[src/rtl/keypad_time_entry_pkg.sv]
// rtl/keypad_time_entry_pkg.sv - shared timer constants, state encoding and tens clamp
// Purpose: constants and types shared by the keypad time-entry block.
//   DIG_W    : width of one BCD digit
//   MAX_TENS : largest legal seconds-tens value (mod-6 counter range 0..5)
//   BCD_MAX  : largest legal BCD key value
//   state_t  : controller state encoding
package keypad_time_entry_pkg;

   localparam int DIG_W = 4;

   localparam logic [DIG_W-1:0] MAX_TENS = DIG_W'(5);
   localparam logic [DIG_W-1:0] BCD_MAX  = DIG_W'(9);

   typedef enum logic [1:0] {
      ST_IDLE  = 2'd0,
      ST_ENTRY = 2'd1,
      ST_LOAD  = 2'd2,
      ST_RUN   = 2'd3
   } state_t;

   // The seconds-tens counter only counts 0..5, so anything larger is
   // presented to it as 5; the raw keyed value is kept separately.
   function automatic logic [DIG_W-1:0] clamp_tens(input logic [DIG_W-1:0] raw);
      return (raw > MAX_TENS) ? MAX_TENS : raw;
   endfunction

endpackage

[src/rtl/keypad_time_entry_rise_detect.sv]
// rtl/keypad_time_entry_rise_detect.sv - registered 1-bit rising-edge detector
// Purpose: one-cycle event on the first cycle a level input is seen high.
// Ports:
//   clk    : system clock
//   clearn : asynchronous active-low reset (previous level forced to 0)
//   level  : input level
//   evt    : level & ~previous level
module keypad_time_entry_rise_detect (
   input  logic clk,
   input  logic clearn,
   input  logic level,
   output logic evt
);

   logic prev_q;

   always_ff @(posedge clk or negedge clearn) begin
      if (!clearn) begin
         prev_q <= 1'b0;
      end else begin
         prev_q <= level;
      end
   end

   assign evt = level & ~prev_q;

endmodule

[src/rtl/keypad_time_entry.sv]
// rtl/keypad_time_entry.sv - keypad m:ss entry and load/run control for the timer chain
// Purpose: shifts keyed BCD digits into an m:ss entry, loads the counter
//   chain on start and enables counting until zero or cancel.
// Ports:
//   clk, clearn        : clock, asynchronous active-low reset
//   key_valid/key_digit: keypad level and BCD value
//   start, cancel      : button levels
//   timer_zero         : counter chain reads 0:00
//   sec_ones, sec_tens, min_ones : load/display data (sec_tens clamped)
//   loadn              : active-low parallel-load strobe
//   EN                 : count enable
//   busy               : high while loading or running
module keypad_time_entry
   import keypad_time_entry_pkg::*;
(
   input  logic             clk,
   input  logic             clearn,
   input  logic             key_valid,
   input  logic [DIG_W-1:0] key_digit,
   input  logic             start,
   input  logic             cancel,
   input  logic             timer_zero,
   output logic [DIG_W-1:0] sec_ones,
   output logic [DIG_W-1:0] sec_tens,
   output logic [DIG_W-1:0] min_ones,
   output logic             loadn,
   output logic             EN,
   output logic             busy
);

   state_t           state_q, state_d;
   logic [DIG_W-1:0] sec_ones_q, sec_ones_d;
   logic [DIG_W-1:0] raw_tens_q, raw_tens_d;
   logic [DIG_W-1:0] min_ones_q, min_ones_d;
   logic             run_armed_q;
   logic             key_evt, start_evt;
   logic             key_ok, entry_nz;

   keypad_time_entry_rise_detect u_key_edge (
      .clk    (clk),
      .clearn (clearn),
      .level  (key_valid),
      .evt    (key_evt)
   );

   keypad_time_entry_rise_detect u_start_edge (
      .clk    (clk),
      .clearn (clearn),
      .level  (start),
      .evt    (start_evt)
   );

   assign key_ok   = key_evt && (key_digit <= BCD_MAX);
   assign entry_nz = |{min_ones_q, raw_tens_q, sec_ones_q};

   always_comb begin
      state_d    = state_q;
      sec_ones_d = sec_ones_q;
      raw_tens_d = raw_tens_q;
      min_ones_d = min_ones_q;
      if (cancel) begin
         state_d    = ST_IDLE;
         sec_ones_d = '0;
         raw_tens_d = '0;
         min_ones_d = '0;
      end else begin
         unique case (state_q)
            ST_IDLE, ST_ENTRY: begin
               // An accepted start wins over a same-cycle key: the load
               // uses the digits already entered.
               if (start_evt && (state_q == ST_ENTRY) && entry_nz) begin
                  state_d = ST_LOAD;
               end else if (key_ok) begin
                  min_ones_d = raw_tens_q;
                  raw_tens_d = sec_ones_q;
                  sec_ones_d = key_digit;
                  state_d    = ST_ENTRY;
               end
            end
            ST_LOAD: state_d = ST_RUN;
            ST_RUN: begin
               // The chain still shows its pre-load value during the first
               // RUN cycle, so zero is only trusted once armed.
               if (run_armed_q && timer_zero) begin
                  state_d    = ST_IDLE;
                  sec_ones_d = '0;
                  raw_tens_d = '0;
                  min_ones_d = '0;
               end
            end
            default: state_d = ST_IDLE;
         endcase
      end
   end

   always_ff @(posedge clk or negedge clearn) begin
      if (!clearn) begin
         state_q     <= ST_IDLE;
         sec_ones_q  <= '0;
         raw_tens_q  <= '0;
         min_ones_q  <= '0;
         run_armed_q <= 1'b0;
      end else begin
         state_q     <= state_d;
         sec_ones_q  <= sec_ones_d;
         raw_tens_q  <= raw_tens_d;
         min_ones_q  <= min_ones_d;
         run_armed_q <= (state_q == ST_RUN) && (state_d == ST_RUN);
      end
   end

   assign sec_ones = sec_ones_q;
   assign sec_tens = clamp_tens(raw_tens_q);
   assign min_ones = min_ones_q;
   assign loadn    = (state_q != ST_LOAD);
   assign EN       = (state_q == ST_RUN);
   assign busy     = (state_q == ST_LOAD) || (state_q == ST_RUN);

endmodule

[config.mk]
export PLATFORM = sky130hd
export DESIGN_NAME = keypad_time_entry
export DESIGN_NICKNAME = d
export VERILOG_FILES = /design/src/rtl/keypad_time_entry_pkg.sv /design/src/rtl/keypad_time_entry_rise_detect.sv /design/src/rtl/keypad_time_entry.sv
export SDC_FILE = /design/constraint.sdc
export NUM_CORES = 1
export LEC_CHECK = 0
export ABC_AREA = 0
export ABC_CLOCK_PERIOD_IN_PS = 4700
export CAP_MARGIN = 20
export CORE_UTILIZATION = 45
export DETAILED_ROUTE_END_ITERATION = 12
export PLACE_DENSITY = 0.86
export SYNTH_ARGS = -nofsm -noshare
export SYNTH_HDL_FRONTEND = slang
export SYNTH_SLANG_ARGS = --single-unit
[constraint.sdc]
create_clock -name clk -period 4.7 [get_ports clk]
set_input_delay 0.94 -clock clk [delete_from_list [all_inputs] [get_ports clk]]
set_output_delay 0.94 -clock clk [all_outputs]
set_load 0.01 [all_outputs]
==> summary.txt <==
Layout
  • Number of standard cells in the layout, taps in and fillers out: a little under 100
  • Most frequent standard cell in the layout excluding fill and tap cells: sky130_fd_sc_hd__clkdlybuf4s50_1
  • Commonest cells after routing, fill and taps aside: 23 x sky130_fd_sc_hd__clkdlybuf4s50_1, 17 x sky130_fd_sc_hd__dfrtp_1, 12 x sky130_fd_sc_hd__a22o_1, 4 x sky130_fd_sc_hd__inv_1, 4 x sky130_fd_sc_hd__nor2_1
  • Footprint of the multi-input gates: 235.2 um^2
  • Number of diodes: 0
  • Fill count: between 100 and 150
  • Register area: 425.4 um^2
  • Final nets: 93
  • Synthesis-to-layout area growth: 36.85%
  • Proportion of layout cells with a drive suffix above 1: 0.09756
  • Summed area of non-filler cells in the final layout: 957.2 um^2

Global routing
  • Gr usage total: 0.1822
  • Global-route congestion overflow total: 0
  • Initial antenna violation count: 0
  • Wire length of the first global-routing pass: between 2 and 2.5 mm
  • Vias in the first global route: between 500 and 600
  • Pin count of the biggest net entering global routing: 18

Route
  • Wirelength, routed: about 1.5 mm
  • Via-per-instance ratio: 5.794
  • Vias post-DR: between 500 and 600
  • Average wire per cell in the routed design: 14.99 um
  • DRC errors left: 0
  • 1st-pass router iterations: 4
  • Starting DRT DRC Count: 25
  • Post-DRT Antenna Nets: 0

Logic synthesis
  • Sequential share of the synthesized area: 0.6082
  • Per-instance average area after synthesis: 12.06 um^2
  • Yosys warns: 0
  • Area share of the largest cell type after synthesis: 0.6082
  • Mapped Area: 699.4 um^2
  • Synthesized netlist net count: 68
  • Distinct cell type count after synthesis: 22
  • Flop and latch count out of synthesis: 17
  • Top area cells in the synthesized netlist: sky130_fd_sc_hd__dfrtp_1 61%, sky130_fd_sc_hd__a22o_1 15%, sky130_fd_sc_hd__nor4_1 2.7%
  • Number of instances in the synthesized netlist: slightly below 60
  • Area leader, netlist: sky130_fd_sc_hd__dfrtp_1

Timing
  • RSZ-0062 raised after global routing: false
  • Setup TNS: 0 ns
  • Max-slew headroom at the worst pin: 0.4786
  • Final period util: 0.5611
  • Number of pins with negative max-slew slack in the final report: 0
  • Count of final hold-check violations: 0
  • # setup viols final: 0
  • Clock period minus worst slack: approximately 2.6 ns
  • Achievable Freq: about 0.38 GHz
  • Setup Skew: ~0.0012 ns
  • Transition time at the pin with the least slew margin: between 0.7 and 0.8 ns

Clock tree
  • Clock transition at the registers of the reported paths: ~0.1 ns
  • # Post-CTS Setup Buffers: 0
  • Clock latency reported for the late side of the worst-skew pair: roughly 0.29 ns
  • Number of gates resized after CTS: 0
  • Maximum root-to-sink buffer count: 2
  • Num CTS Buffers: 3
  • Maximum level of the CTS H-tree: 1
  • Quantity of hold-fixing buffers added after cts: 0
  • Buffer cell driving the clock tree root: sky130_fd_sc_hd__clkbuf_4
  • Clock tree from TritonCTS: built
  • TritonCTS sink count: 17

Placed design
  • I/O Buffers: 23
  • Half-perimeter wire length of the detailed placement result: around 1.1 mm
  • Cells after DPL: 92
  • Placed instance area: roughly 920 um^2
  • Global placer's final weighted congestion: 0.7868

Power and ir drop
  • Worst vdd rail ir drop: between 0.15 and 0.2 mV
  • Sum of internal, switching and leakage power: roughly 260 uW
  • Leak pwr: 0.4389 nW
  • Pwr Density: approximately 270 nW/um^2

Critical path
  • Largest fanout on the critical path: 7
  • Kind of critical path: in -> reg
  • CP startpoint: key_digit[1]
  • Data required time of the worst path: just under 5 ns
  • Sort of element at the start of the critical path: primary input
  • Kind of end point of the critical path: flop
  • Capture point of the critical path: min_ones[0]
  • Endpoint of the most critical register-to-register path: min_ones[0]
  • Reg2reg setup slack: roughly 2.5 ns
  • Worst R2R Start: raw_tens_q[1]
  • Arrival @ worst endpoint: between 2 and 3 ns
  • Cell count of the worst reg-to-reg path: 5

Worst hold path
  • Hold Path Depth: 1
  • HP Start: min_ones[3]
  • Class of the most critical hold timing path: reg -> reg

Floorplan
  • Std cell rows: 13
  • Die Area: around 1700 um^2
  • Die extent in y: between 40 and 50 um
  • Core region area: 1366 um^2
  • Number of top-level pins: 25
  • Width of the chip: between 40 and 50 um
  • Starting density of the core: 0.5119

Outcome
  • Status: completed

Job
  • Total of max-cap violations: 0
## cell families (layout without fill, tap and decap cells)
kind of cell	after synthesis	count (layout)	share of synthesized area
compound gates	19	19	0.2290
other cells	1	1	0.005362
simple gates	13	13	0.1020
buf+inv	8	32	0.05543
flops	17	17	0.6082
## critical path, stage by stage
cell                              delay, ns
sky130_fd_sc_hd__clkdlybuf4s50_1       0.42
sky130_fd_sc_hd__o21ai_0               0.27
sky130_fd_sc_hd__nand4b_1              0.17
sky130_fd_sc_hd__nor3_1                0.62
sky130_fd_sc_hd__clkbuf_2              0.30
sky130_fd_sc_hd__a22o_1                0.15
## synthesized netlist by cell type, drive strengths merged
library cell and n:
nand3b 1, a31o 1, o21ba 1, conb 1, a31oi 1, o21ai 1
nand2b 1, nor2 4, clkbuf 1, a311oi 1, nor4 3, nand2 1
a211o 1, or2 1, dfrtp 17, inv 4, a22o 12, nor3 1
a211oi 1, nand4b 1, buf 3
## worst min-delay path by stage
stage                               end  slack, ns
after floorplan             min_ones[0]       0.51
after global placement      min_ones[0]       0.52
after detailed placement    min_ones[2]       0.53
after CTS                   min_ones[2]       0.56
after global routing      raw_tens_q[1]       0.60
final                       min_ones[3]       0.56
## state kept, by name, summed over array words and instances (netlist names)
| signal | cells |
|---|---|
| u_key_edge.prev_q | 1 |
| sec_ones | 4 |
| min_ones | 4 |
| raw_tens_q | 4 |
| run_armed_q | 1 |
| u_start_edge.prev_q | 1 |
| state_q | 2 |
## power by group
part	switching, mW	internal (mW)	leakage (nW)
combinational	0.0126	0.0150	0.190
clock	0.0461	0.0316	0.0177
sequential	0.00334	0.149	0.231
total	0.0621	0.196	0.439
## per-layer routing
metal	part of all wire	vias up	global-route usage	wire (um)
met5	0	-	0	0
met4	0	0	0.03871	0
met3	0.056	0	0.04348	81
met2	0.50	26	0.3125	721
met1	0.45	274	0.2330	651
li1	-	262	-	-
## through the flow
| step | hold WS, ns | utilization | setup WS (ns) |
|---|---|---|---|
| after CTS | 0.5584 | 0.6969 | 1.971 |
| after floorplan | 0.5122 | - | 2.726 |
| after global placement | 0.5232 | 0.6767 | 1.810 |
| after global routing | 0.5956 | 0.7005 | 1.994 |
| final | 0.5640 | 0.7005 | 2.063 |
| after detailed placement | 0.5327 | 0.6767 | 1.665 |
## area by class of cell
cell class / count / area share
multi-input combinational: 33 / 0.2458
tap: 15 / 0.01961
clock buffer: 3 / 0.02353
sequential: 17 / 0.4444
clock inverter: 1 / 0.005229
timing repair buffer: 24 / 0.2458
inverter: 4 / 0.01569
No activity file was read; power rests on OpenSTA's default activity.
